===== src/rtl/passcode_lock_ctrl.sv =====
// passcode_lock_ctrl: sequences 4-digit passcode entry, compares the
// assembled guess against the stored passcode, and drives unlock, error
// and lockout status plus the guess/digit index for the display scan.
// Optional feature: define PASS_CHANGE_EN to allow changing the stored
// passcode from UNLOCKED via set_req (adds the SET state).
module passcode_lock_ctrl #(
  parameter logic [15:0] RESET_PASS     = 16'h0000,
  parameter int          MAX_TRIES      = 3,
  parameter int          ERR_CYCLES     = 8,
  parameter int          LOCKOUT_CYCLES = 64
) (
  input  logic        clk,
  input  logic        reset,
  input  logic [3:0]  digit_in,
  input  logic        enter_pulse,
  input  logic        lock_req,
  input  logic        set_req,
  output logic [15:0] guess,
  output logic [1:0]  digit_idx,
  output logic        unlocked,
  output logic        error,
  output logic        locked_out,
  output logic [3:0]  fail_count
);

  localparam int TMAX = (ERR_CYCLES > LOCKOUT_CYCLES) ? ERR_CYCLES : LOCKOUT_CYCLES;
  localparam int TW   = $clog2(TMAX) + 1;

`ifdef PASS_CHANGE_EN
  typedef enum logic [2:0] {
    S_ENTRY, S_CHECK, S_UNLOCKED, S_FAIL, S_LOCKOUT, S_SET
  } state_t;
`else
  typedef enum logic [2:0] {
    S_ENTRY, S_CHECK, S_UNLOCKED, S_FAIL, S_LOCKOUT
  } state_t;
`endif

  state_t        state_q, state_d;
  logic [15:0]   guess_q, guess_d;
  logic [1:0]    idx_q, idx_d;
  logic [3:0]    fc_q, fc_d;
  logic [TW-1:0] tmr_q, tmr_d;
  logic          unl_q, unl_d;
  logic          err_q, err_d;
  logic          lo_q, lo_d;
  logic [15:0]   stored;
  logic [3:0]    fc_inc;

  // Place a digit into its nibble, MSB-first by entry order.
  function automatic logic [15:0] ins_nibble(input logic [15:0] g,
                                             input logic [1:0]  idx,
                                             input logic [3:0]  d);
    logic [15:0] r;
    r = g;
    case (idx)
      2'd0:    r[15:12] = d;
      2'd1:    r[11:8]  = d;
      2'd2:    r[7:4]   = d;
      default: r[3:0]   = d;
    endcase
    return r;
  endfunction

`ifdef PASS_CHANGE_EN
  logic [15:0] stored_q, stored_d;
  assign stored = stored_q;
`else
  // Without passcode change the stored code is a constant and set_req is unused.
  logic unused_set_req;
  assign unused_set_req = set_req;
  assign stored         = RESET_PASS;
`endif

  // Saturating failure count for the current CHECK.
  assign fc_inc = (fc_q == 4'hF) ? 4'hF : fc_q + 4'd1;

  // Next-state and next-output decode; status bits follow the next state.
  always_comb begin
    state_d = state_q;
    guess_d = guess_q;
    idx_d   = idx_q;
    fc_d    = fc_q;
    tmr_d   = tmr_q;
`ifdef PASS_CHANGE_EN
    stored_d = stored_q;
`endif
    case (state_q)
      S_ENTRY: begin
        if (enter_pulse) begin
          guess_d = ins_nibble(guess_q, idx_q, digit_in);
          idx_d   = idx_q + 2'd1;
          if (idx_q == 2'd3) state_d = S_CHECK;
        end
      end
      S_CHECK: begin
        if (guess_q == stored) begin
          state_d = S_UNLOCKED;
          fc_d    = 4'd0;
        end else begin
          fc_d = fc_inc;
          if (fc_inc == 4'(MAX_TRIES)) begin
            state_d = S_LOCKOUT;
            tmr_d   = TW'(LOCKOUT_CYCLES - 1);
          end else begin
            state_d = S_FAIL;
            tmr_d   = TW'(ERR_CYCLES - 1);
          end
        end
      end
      S_FAIL: begin
        if (tmr_q == '0) begin
          state_d = S_ENTRY;
          guess_d = 16'h0000;
          idx_d   = 2'd0;
        end else begin
          tmr_d = tmr_q - TW'(1);
        end
      end
      S_LOCKOUT: begin
        if (tmr_q == '0) begin
          state_d = S_ENTRY;
          guess_d = 16'h0000;
          idx_d   = 2'd0;
          fc_d    = 4'd0;
        end else begin
          tmr_d = tmr_q - TW'(1);
        end
      end
      S_UNLOCKED: begin
        if (lock_req) begin
          state_d = S_ENTRY;
          guess_d = 16'h0000;
          idx_d   = 2'd0;
        end
`ifdef PASS_CHANGE_EN
        else if (set_req) begin
          state_d = S_SET;
          guess_d = 16'h0000;
          idx_d   = 2'd0;
        end
`endif
      end
`ifdef PASS_CHANGE_EN
      S_SET: begin
        if (lock_req) begin
          state_d = S_ENTRY;
          guess_d = 16'h0000;
          idx_d   = 2'd0;
        end else if (enter_pulse) begin
          guess_d = ins_nibble(guess_q, idx_q, digit_in);
          idx_d   = idx_q + 2'd1;
          if (idx_q == 2'd3) begin
            // New code is committed on the edge its last digit arrives.
            stored_d = ins_nibble(guess_q, idx_q, digit_in);
            guess_d  = 16'h0000;
            state_d  = S_UNLOCKED;
          end
        end
      end
`endif
      default: state_d = S_ENTRY;
    endcase

    unl_d = (state_d == S_UNLOCKED);
`ifdef PASS_CHANGE_EN
    unl_d = unl_d | (state_d == S_SET);
`endif
    err_d = (state_d == S_FAIL);
    lo_d  = (state_d == S_LOCKOUT);
  end

  // State, datapath and registered status with synchronous reset.
  always_ff @(posedge clk) begin
    if (reset) begin
      state_q <= S_ENTRY;
      guess_q <= 16'h0000;
      idx_q   <= 2'd0;
      fc_q    <= 4'd0;
      tmr_q   <= '0;
      unl_q   <= 1'b0;
      err_q   <= 1'b0;
      lo_q    <= 1'b0;
    end else begin
      state_q <= state_d;
      guess_q <= guess_d;
      idx_q   <= idx_d;
      fc_q    <= fc_d;
      tmr_q   <= tmr_d;
      unl_q   <= unl_d;
      err_q   <= err_d;
      lo_q    <= lo_d;
    end
  end

`ifdef PASS_CHANGE_EN
  // Stored passcode register, reloaded from RESET_PASS on reset.
  always_ff @(posedge clk) begin
    if (reset) stored_q <= RESET_PASS;
    else       stored_q <= stored_d;
  end
`endif

  assign guess      = guess_q;
  assign digit_idx  = idx_q;
  assign unlocked   = unl_q;
  assign error      = err_q;
  assign locked_out = lo_q;
  assign fail_count = fc_q;

endmodule


===== config.mk =====
export PLATFORM = sky130hd
export DESIGN_NAME = passcode_lock_ctrl
export DESIGN_NICKNAME = d
export VERILOG_FILES = /design/src/rtl/passcode_lock_ctrl.sv
export SDC_FILE = /design/constraint.sdc
export NUM_CORES = 1
export LEC_CHECK = 0
export ABC_AREA = 1
export CORE_UTILIZATION = 50
export CTS_BUF_LIST = sky130_fd_sc_hd__clkbuf_4 sky130_fd_sc_hd__clkbuf_8
export DETAILED_ROUTE_END_ITERATION = 10
export GPL_ROUTABILITY_DRIVEN = 0
export GPL_TIMING_DRIVEN = 0
export PLACE_DENSITY_LB_ADDON = 0.3
export RECOVER_POWER = 100
export SLEW_MARGIN = 5
export SYNTH_ARGS = -nofsm -noshare
export SYNTH_HDL_FRONTEND = slang
export SYNTH_SLANG_ARGS = --single-unit

===== constraint.sdc =====
create_clock -name clk -period 2 [get_ports clk]
set_input_delay 0.4 -clock clk [delete_from_list [all_inputs] [get_ports clk]]
set_output_delay 0.4 -clock clk [all_outputs]
set_load 0.05 [all_outputs]

After elaboration in Yosys (flattened, before gate mapping)
Cells that the tools add are included.

word-level totals
  output and inout port bits = 25
  input port bits = 9
  register bits = 35

operators by class
  reductions and logical operators = 16
  equal/unequal tests = 22
  muxes and demuxes = 27
  $add $sub $neg = 3

operators with widths
  operator                                               count
  2-to-1 mux 16 bit                                      3
  case mux 16 bit (3 select lines)                       1
  2-to-1 mux 4 bit                                       7
  AND reduction 5 bit                                    4
  2-to-1 mux 3 bit                                       6
  zero test 16 bit                                       1
  2-to-1 mux 7 bit                                       2
  case mux 7 bit (2 select lines)                        1
  == test 3 x 2 -> 1 bit, second input constant          4
  inequality test 2 bit, second input constant           6
  case mux 3 bit (4 select lines)                        1
  inequality test 2 x 1 -> 1 bit, second input constant  4
  case mux 4 bit (2 select lines)                        1
  zero test 7 bit                                        1
  subtractor 7 x 1 -> 7 bit, second input constant       1
  == test 3 bit, second input constant                   2
  2-to-1 mux 2 bit                                       3
  2-to-1 mux 6 bit                                       1
  case mux 2 bit (3 select lines)                        1
  adder 4 x 1 -> 4 bit, second input constant            1
  == test 2 bit, second input constant                   2
  == test 4 x 2 -> 1 bit, second input constant          1
  == test 4 bit, second input constant                   1
  AND reduction 4 bit                                    1
  other kinds (11)                                       12

Depth between registers and ports, before layout
Gate-level depths: netlist (run 1).

  depth in word-level cells = 7
  gate-level depth with buffers = 11

Worst setup path before layout (run 1)
No wires, ideal clock.

  path type = register to register
  start = register fc_q[0], in the netlist fail_count[0]
  end = register err_q, in the netlist error
  arrival time = 1664 ps
  setup time = 120 ps
  path slack = 216 ps
  required time = 1880 ps
  clock period less this slack = 1784 ps
  path buffers = 0
  cell stages (with the launch flop) = 9
  cells stage by stage = dfxtp_1 -> ha_1 -> nand2_1 -> nand2_1 -> nand4_1 -> nor2_1 -> nor2_1 -> o21ai_0 -> nor2_1

on the way
  cells in the longest elaborated chain, start to end = 7

ends and longest elaborated chain
  item                                                   RTL line  text
  from (decl)                                            42        logic [3:0] fc_q, fc_d;
  from (signal assigned)                                 179       fc_q <= 4'd0;
  from (signal assigned)                                 188       fc_q <= fc_d;
  adder 4 x 1 -> 4 bit or == test 4 bit (tied branches)  76        assign fc_inc = (fc_q == 4'hF) ? 4'hF : fc_q + 4'd1;
  2-to-1 mux 4 bit (*)                                   76
  == test 4 x 2 -> 1 bit (*)                             102       if (fc_inc == 4'(MAX_TRIES)) begin
  2-to-1 mux 3 bit (*)                                   102
  2-to-1 mux 3 bit (*)                                   97        if (guess_q == stored) begin
  case mux 3 bit (4 select lines) (*)                    88        case (state_q)
  == test 3 x 2 -> 1 bit (*)                             169       err_d = (state_d == S_FAIL);
  to (signal assigned)                                   191       err_q <= err_d;
  to (decl)                                              45        logic err_q, err_d;

Every way passes the cells marked *; elsewhere a longest branch is shown, timed or not.
A chain may end at the register's enable or synchronous reset.

Worst setup path after layout (run 1)
  start = register fc_q[2], in the netlist fail_count[2]
  end = output fail_count[2]

RTL lines
  item       RTL line  text
  to (decl)  23        output logic [3:0] fail_count

No word-level cell between the ends.

==> results of run 1 <==
==> worst max path at each step <==
stage,cells past startpoint,to,start
2_1_floorplan,8,error,fail_count[0]
5_1_grt,1,fail_count[2],fail_count[2]
6_report,1,fail_count[2],fail_count[2]
3_5_place_dp,8,guess[15],lock_req
4_1_cts,1,fail_count[2],fail_count[2]
3_3_place_gp,8,guess[15],lock_req
==> cell usage in the layout (no fill, tap or decap), types with 2 or more instances in the layout <==
cell type / instances
ha_1: 7
dlygate4sd3_1: 12
dfxtp_1: 35
nand3_1: 20
clkinv_2: 3
clkbuf_1: 3
a21oi_1: 11
xor2_1: 2
nor2_2: 4
nand2_1: 84
clkbuf_8: 5
clkdlybuf4s50_1: 18
inv_1: 39
or2_2: 4
nor2_1: 64
nand4_1: 5
o21ai_0: 11
nor3_1: 3
==> per-stage QoR <==
step,utilization (%),setup WS (ps),power [mW]
global placement,62.4,151,1.47
floorplan,-,216,1.30
finish,63.9,68.3,1.96
global route,63.9,8.38,2.08
CTS,64.6,54.9,1.99
detailed placement,62.4,137,1.49
==> kinds of logic after synthesis <==
kind of cell	after synthesis	share of synthesized area (%)
AOI/OAI and AO/OA	24	6.29
and+or+nand+nor	189	43.2
DFF	35	36.3
adders and majority gates	7	4.54
xor gates and xnor gates	2	0.907
buffers and inverters	45	8.81
==> power by group through the flow <==
stage          Sequential [mW]  Clock [mW]  Combinational, mW
2_1_floorplan            0.992           0              0.310
3_3_place_gp             0.819           0              0.654
3_5_place_dp             0.820           0              0.667
4_1_cts                  0.804       0.513              0.670
5_1_grt                  0.812       0.545              0.725
6_report                 0.803       0.501              0.651
==> area by class of cell <==
| class | count | area share, % |
|---|---|---|
| plain buffers | 4 | 0.690 |
| clock buffers | 5 | 2.92 |
| clock inverters | 3 | 0.637 |
| inverters | 41 | 6.53 |
| multi-input cells | 222 | 43.9 |
| flip-flops and latches | 35 | 29.7 |
| well taps | 48 | 2.55 |
| repair buffers | 31 | 13.1 |
==> timing repair <==
| item | in CTS | in global routing |
|---|---|---|
| setup endpoints to repair | 1 | 0 |
| resized for setup | 1 | 0 |
| endpoints found under the hold margin | 0 | 0 |
==> cell usage after synthesis, types with 3 or more instances <==
| cell | count |
|---|---|
| nand2_1 | 83 |
| nor2_1 | 63 |
| inv_1 | 38 |
| dfxtp_1 | 35 |
| nand3_1 | 17 |
| a21oi_1 | 11 |
| o21ai_0 | 11 |
| ha_1 | 7 |
| nand4_1 | 5 |
| nor2_2 | 4 |
| or2_2 | 4 |
| clkbuf_1 | 3 |
| nand3_2 | 3 |
| nor3_1 | 3 |
==> state kept, by name, indices dropped and copies added (netlist names) <==
name / cells
state_q: 3
digit_idx: 2
error: 1
locked_out: 1
unlocked: 1
guess: 16
tmr_q: 7
fail_count: 4
==> worst reg2reg max path, delay by kind of cell, from the launching register on <==
kind | cells | cell delay, ps
simple gates | 6 | 810
flops | 1 | 320
fa+ha+maj | 1 | 160
buf+inv | 4 | 420
==> per-layer routing <==
metal	vias up	wire [um]	part of all wire, %
met5	-	0	0
met2	27	1930	47
met4	0	63	1.5
met1	849	1990	48
li1	1005	-	-
met3	5	152	3.7
==> results.json, run 1 <==
{
  "status": "finished, final reports clean",
  "hold_buffers": 0,
  "worst-r2r-cell-count": 11,
  "register_area_um2": 701,
  "area_growth_syn_to_layout_pct": 22.2,
  "antenna_found_initial": 0,
  "fin_nets": 356,
  "top_usage_layer": "met2",
  "ios": 34,
  "power.internal_mw": 1.21,
  "drc_errors": 0,
  "powerDensity_nw_per_um2": 829,
  "layout-drive-gt1-share_pct": 6.45,
  "min_path_cells": 2,
  "dieArea_um2": 4110,
  "synth-seq-cells": 35,
  "io_buffers": 31,
  "setup_violations": 0,
  "hp-class": "input port to flip-flop",
  "grtUsageTotal_pct": 23.3,
  "worst_pin_slew_ps": 520,
  "worstSetupPathType": "flip-flop to output pin",
  "cts_buffer_depth": 2,
  "clkPwrFrac_pct": 25.6,
  "worstSkewPairLatency_ps": 290,
  "avgSynthCellArea_um2": 6.39,
  "dp.cells": 381,
  "synth_edf_count": 0,
  "die_y_um": 64.1,
  "clock_sinks": 35,
  "synthArstFlopShare_pct": 0,
  "dp_hpwl_um": 3120,
  "min_to": "state_q[1]",
  "path_clk_slew_ps": 70,
  "met1_usage_pct": 27.3,
  "synth_cell_types": 25,
  "synth_area_um2": 1930,
  "final_area_um2": 2360,
  "critical-path-slowest-cell": "clkdlybuf4s50_1",
  "cts_setup_buffers": 0,
  "required_ps": 1600,
  "initial_core_util_pct": 52.3,
  "vdd_drop_max_mv": 0.469,
  "htree_num_levels": 2,
  "fin_setup_tns_ps": 0,
  "cts_buffers": 5,
  "antenna_left": 0,
  "start_kind": "flip-flop",
  "rr_endpoint": "tmr_q[0]",
  "p_switching_mw": 0.747,
  "use_met2_pct": 40.6,
  "coreArea_um2": 3690,
  "cp_top_family": "buffers and inverters",
  "n_antenna_cell": 0,
  "hold_viol_final": 0,
  "dr.pass1.iters": 4,
  "crit_fanout": 6,
  "p_seq_share_pct": 41.1,
  "synthTopCellsByArea": "dfxtp_1, nand2_1, nor2_1",
  "slew-limit-headroom_pct": 65.2,
  "drt_wl_total_um": 4140,
  "slew_violations": 0,
  "drtIter0Drc": 100,
  "worst_clock_skew_ps": 6.03,
  "critPathArrivalTime_ps": 1530,
  "fin_cells": 389,
  "synth_seq_area_share_pct": 36.3,
  "path_buf_inv": 1,
  "max_cap_viol_count": 0,
  "synth.largest_area_cell": "dfxtp_1",
  "syn_inst": 302,
  "yosysWarnings": 0,
  "hp-start": "reset",
  "nFillCells": 372,
  "grt_pass1_wl_um": 7380,
  "timing.hold.ws_ps": 457,
  "cp_cell_sequence": "clkdlybuf4s50_1",
  "grt_setup_unrepaired": "no",
  "power.leakage_nw": 1.21,
  "period_share_pct": 96.6,
  "cp-end-kind": "output pin",
  "period_needed_ps": 1930,
  "syn_nets": 318,
  "pwr-share-comb_pct": 33.3,
  "place_area_um2": 2300,
  "fmax_mhz": 518,
  "multi_input_area_um2": 1030,
  "via_per_inst": 4.85,
  "clock-root-buffer": "clkbuf_8",
  "globalRouteMet3Util_pct": 6.43,
  "grt_overflow": 0,
  "via_count": 1886,
  "chipWidth_um": 64.1,
  "synth_ff_type": "dfxtp_1",
  "grt_pass1_vias": 1795,
  "grt_max_degree": 12,
  "synth.top_cell.area_share_pct": 36.3,
  "swShare_pct": 38.2,
  "row_count": 22,
  "r2r_slack_ps": 190,
  "critPathMaxStageDelay_ps": 830,
  "worst_r2r_startpoint": "tmr_q[0]",
  "cts_tree": "yes",
  "wire_per_inst_um": 10.6
}
Note: power is estimated with default switching activity, not from simulation.
==> run 2: changes to the inputs <==
- clock period: 2 -> 1.9 ns (I/O delays scaled with it)
==> run 2 against run 1 <==
Non-clock buffer count unchanged; worst setup slack worse by 49 ps; register-to-register slack hardly changed; clock power rose by 5.6%; clock skew about the same; cell area shrank 1.7%; critical path depth unchanged; sequential share of layout area increased by 0.51 points; combinational power increased by 3.8%; die area unchanged; final cell count unchanged; sequential power grew 5.4%.
==> results.json, run 2 (synthesis gave the netlist of run 1 again) <==
{
  "grt_pass1_vias": 1795,
  "chipWidth_um": 64.1,
  "max_cap_viol_count": 0,
  "final_common_cell": "nand2_1",
  "path_clk_slew_ps": 70,
  "dp_hpwl_um": 3120,
  "clkPwrFrac_pct": 25.8,
  "start_kind": "flip-flop",
  "antenna_found_initial": 0,
  "grt_overflow": 0,
  "hp-class": "input port to flip-flop",
  "grtUsageTotal_pct": 23.3,
  "grt_max_degree": 12,
  "period_needed_ps": 1880,
  "cts_setup_buffers": 0,
  "htree_num_levels": 2,
  "pwr-share-comb_pct": 33.0,
  "pre_cts_ws_ps": 56.9,
  "cts_tree": "yes",
  "vdd_drop_max_mv": 0.551,
  "coreArea_um2": 3690,
  "cp.depth": 1,
  "clock_sinks": 35,
  "nFillCells": 380,
  "p_seq_share_pct": 41.2,
  "fin_setup_tns_ps": 0,
  "worstSkewPairLatency_ps": 290,
  "status": "finished, final reports clean",
  "worst_clock_skew_ps": 6.44,
  "ios": 34,
  "power.internal_mw": 1.26,
  "cts_buffers": 5,
  "setup_violations": 0,
  "initial_core_util_pct": 52.3,
  "dieArea_um2": 4110,
  "min_path_cells": 2,
  "power.leakage_nw": 1.19,
  "cts_buffer_depth": 2,
  "dr.pass1.iters": 4,
  "io_buffers": 31,
  "worstSetupPathType": "flip-flop to output pin",
  "n_antenna_cell": 0,
  "period_share_pct": 99.0,
  "wire_per_inst_um": 10.7,
  "p_switching_mw": 0.787,
  "fin_nets": 356,
  "critPathMaxStageDelay_ps": 840,
  "critical-path-slowest-cell": "clkdlybuf4s50_1",
  "path_buf_inv": 1,
  "cp_cell_sequence": "clkdlybuf4s50_1",
  "slew-limit-headroom_pct": 60.1,
  "critPathArrivalTime_ps": 1500,
  "drc_errors": 0,
  "layout_common_cells": "nand2_1, nor2_1, inv_1, dfxtp_1",
  "worst_pin_slew_ps": 601,
  "antenna_left": 0,
  "clock-root-buffer": "clkbuf_8",
  "drtIter0Drc": 119,
  "grt_setup_unrepaired": "no",
  "required_ps": 1520,
  "swShare_pct": 38.4,
  "cp-end-kind": "output pin",
  "die_y_um": 64.1,
  "hold_buffers": 0,
  "fin_ws_ps": 19.7,
  "row_count": 22,
  "fmax_mhz": 532,
  "crit_fanout": 3,
  "hold_viol_final": 0,
  "largest_register_ffs": 16,
  "drt_wl_total_um": 4170,
  "slew_violations": 0,
  "cp_top_family": "buffers and inverters",
  "grt_pass1_wl_um": 7380,
  "via_per_inst": 4.86,
  "worst-r2r-cell-count": 11,
  "area_growth_syn_to_layout_pct": 20.1,
  "via_count": 1890,
  "powerDensity_nw_per_um2": 885,
  "layout-drive-gt1-share_pct": 6.74
}
## run 2: cell count changes in the layout (fill, tap and decap cells not counted)
| cell | change |
|---|---|
| nor2_2 | +1 |
| dlygate4sd3_1 | -9 |
| dlygate4sd2_1 | +2 |
| clkdlybuf4s50_1 | +2 |
| clkbuf_1 | +5 |
| nand4_4 | -1 |
| nand4_2 | +1 |
| nor2_1 | -1 |
## run 2: power groups by stage
stage | sequential, mW | combinational, mW | clock, mW
3_3_place_gp | 0.862 | 0.689 | 0
3_5_place_dp | 0.864 | 0.702 | 0
5_1_grt | 0.856 | 0.754 | 0.574
4_1_cts | 0.847 | 0.703 | 0.540
2_1_floorplan | 1.04 | 0.326 | 0
6_report | 0.846 | 0.676 | 0.529
## run 2: cell type report
type / count / area (um2) / area share, %
Clock buffer: 5 / 68.8 / 2.97
Multi-Input combinational cell: 222 / 1030 / 44.4
Sequential cell: 35 / 701 / 30.2
Inverter: 41 / 154 / 6.64
Buffer: 4 / 16.3 / 0.702
Timing Repair Buffer: 31 / 275 / 11.9
Tap cell: 48 / 60.1 / 2.59
Clock inverter: 3 / 15.0 / 0.648
## run 2: what timing repair did
| item | in CTS | in global routing |
|---|---|---|
| hold endpoints to repair | 0 | 0 |
| gates resized for setup | 3 | 6 |
| endpoints found under the setup margin | 3 | 7 |
## run 2: final timing paths
| check | start | to | slack (ps) |
|---|---|---|---|
| min | reset | state_q[1] | 430 |
| max reg2reg | tmr_q[0] | tmr_q[0] | 180 |
| max | guess[4] | guess[4] | 20 |
| min reg2reg | tmr_q[2] | tmr_q[2] | 500 |
## run 2: per-layer routing
layer / up-vias / share of wire [%] / track usage (%)
met3: 5 / 4.0 / 6.43
li1: 1004 / - / -
met5: - / 0 / 0
met1: 842 / 48 / 27.3
met4: 0 / 1.5 / 8.33
met2: 39 / 47 / 40.6
## run 2: per-stage QoR
stage	hold WS (ps)	cells	util [%]	instance area, um2	power [mW]
after detailed placement	488	381	62.4	2300	1.57
after floorplan	464	302	-	1930	1.37
after global routing	451	389	62.9	2320	2.18
final	431	389	62.9	2320	2.05
after global placement	478	381	62.4	2300	1.55
after CTS	428	389	64.6	2380	2.09
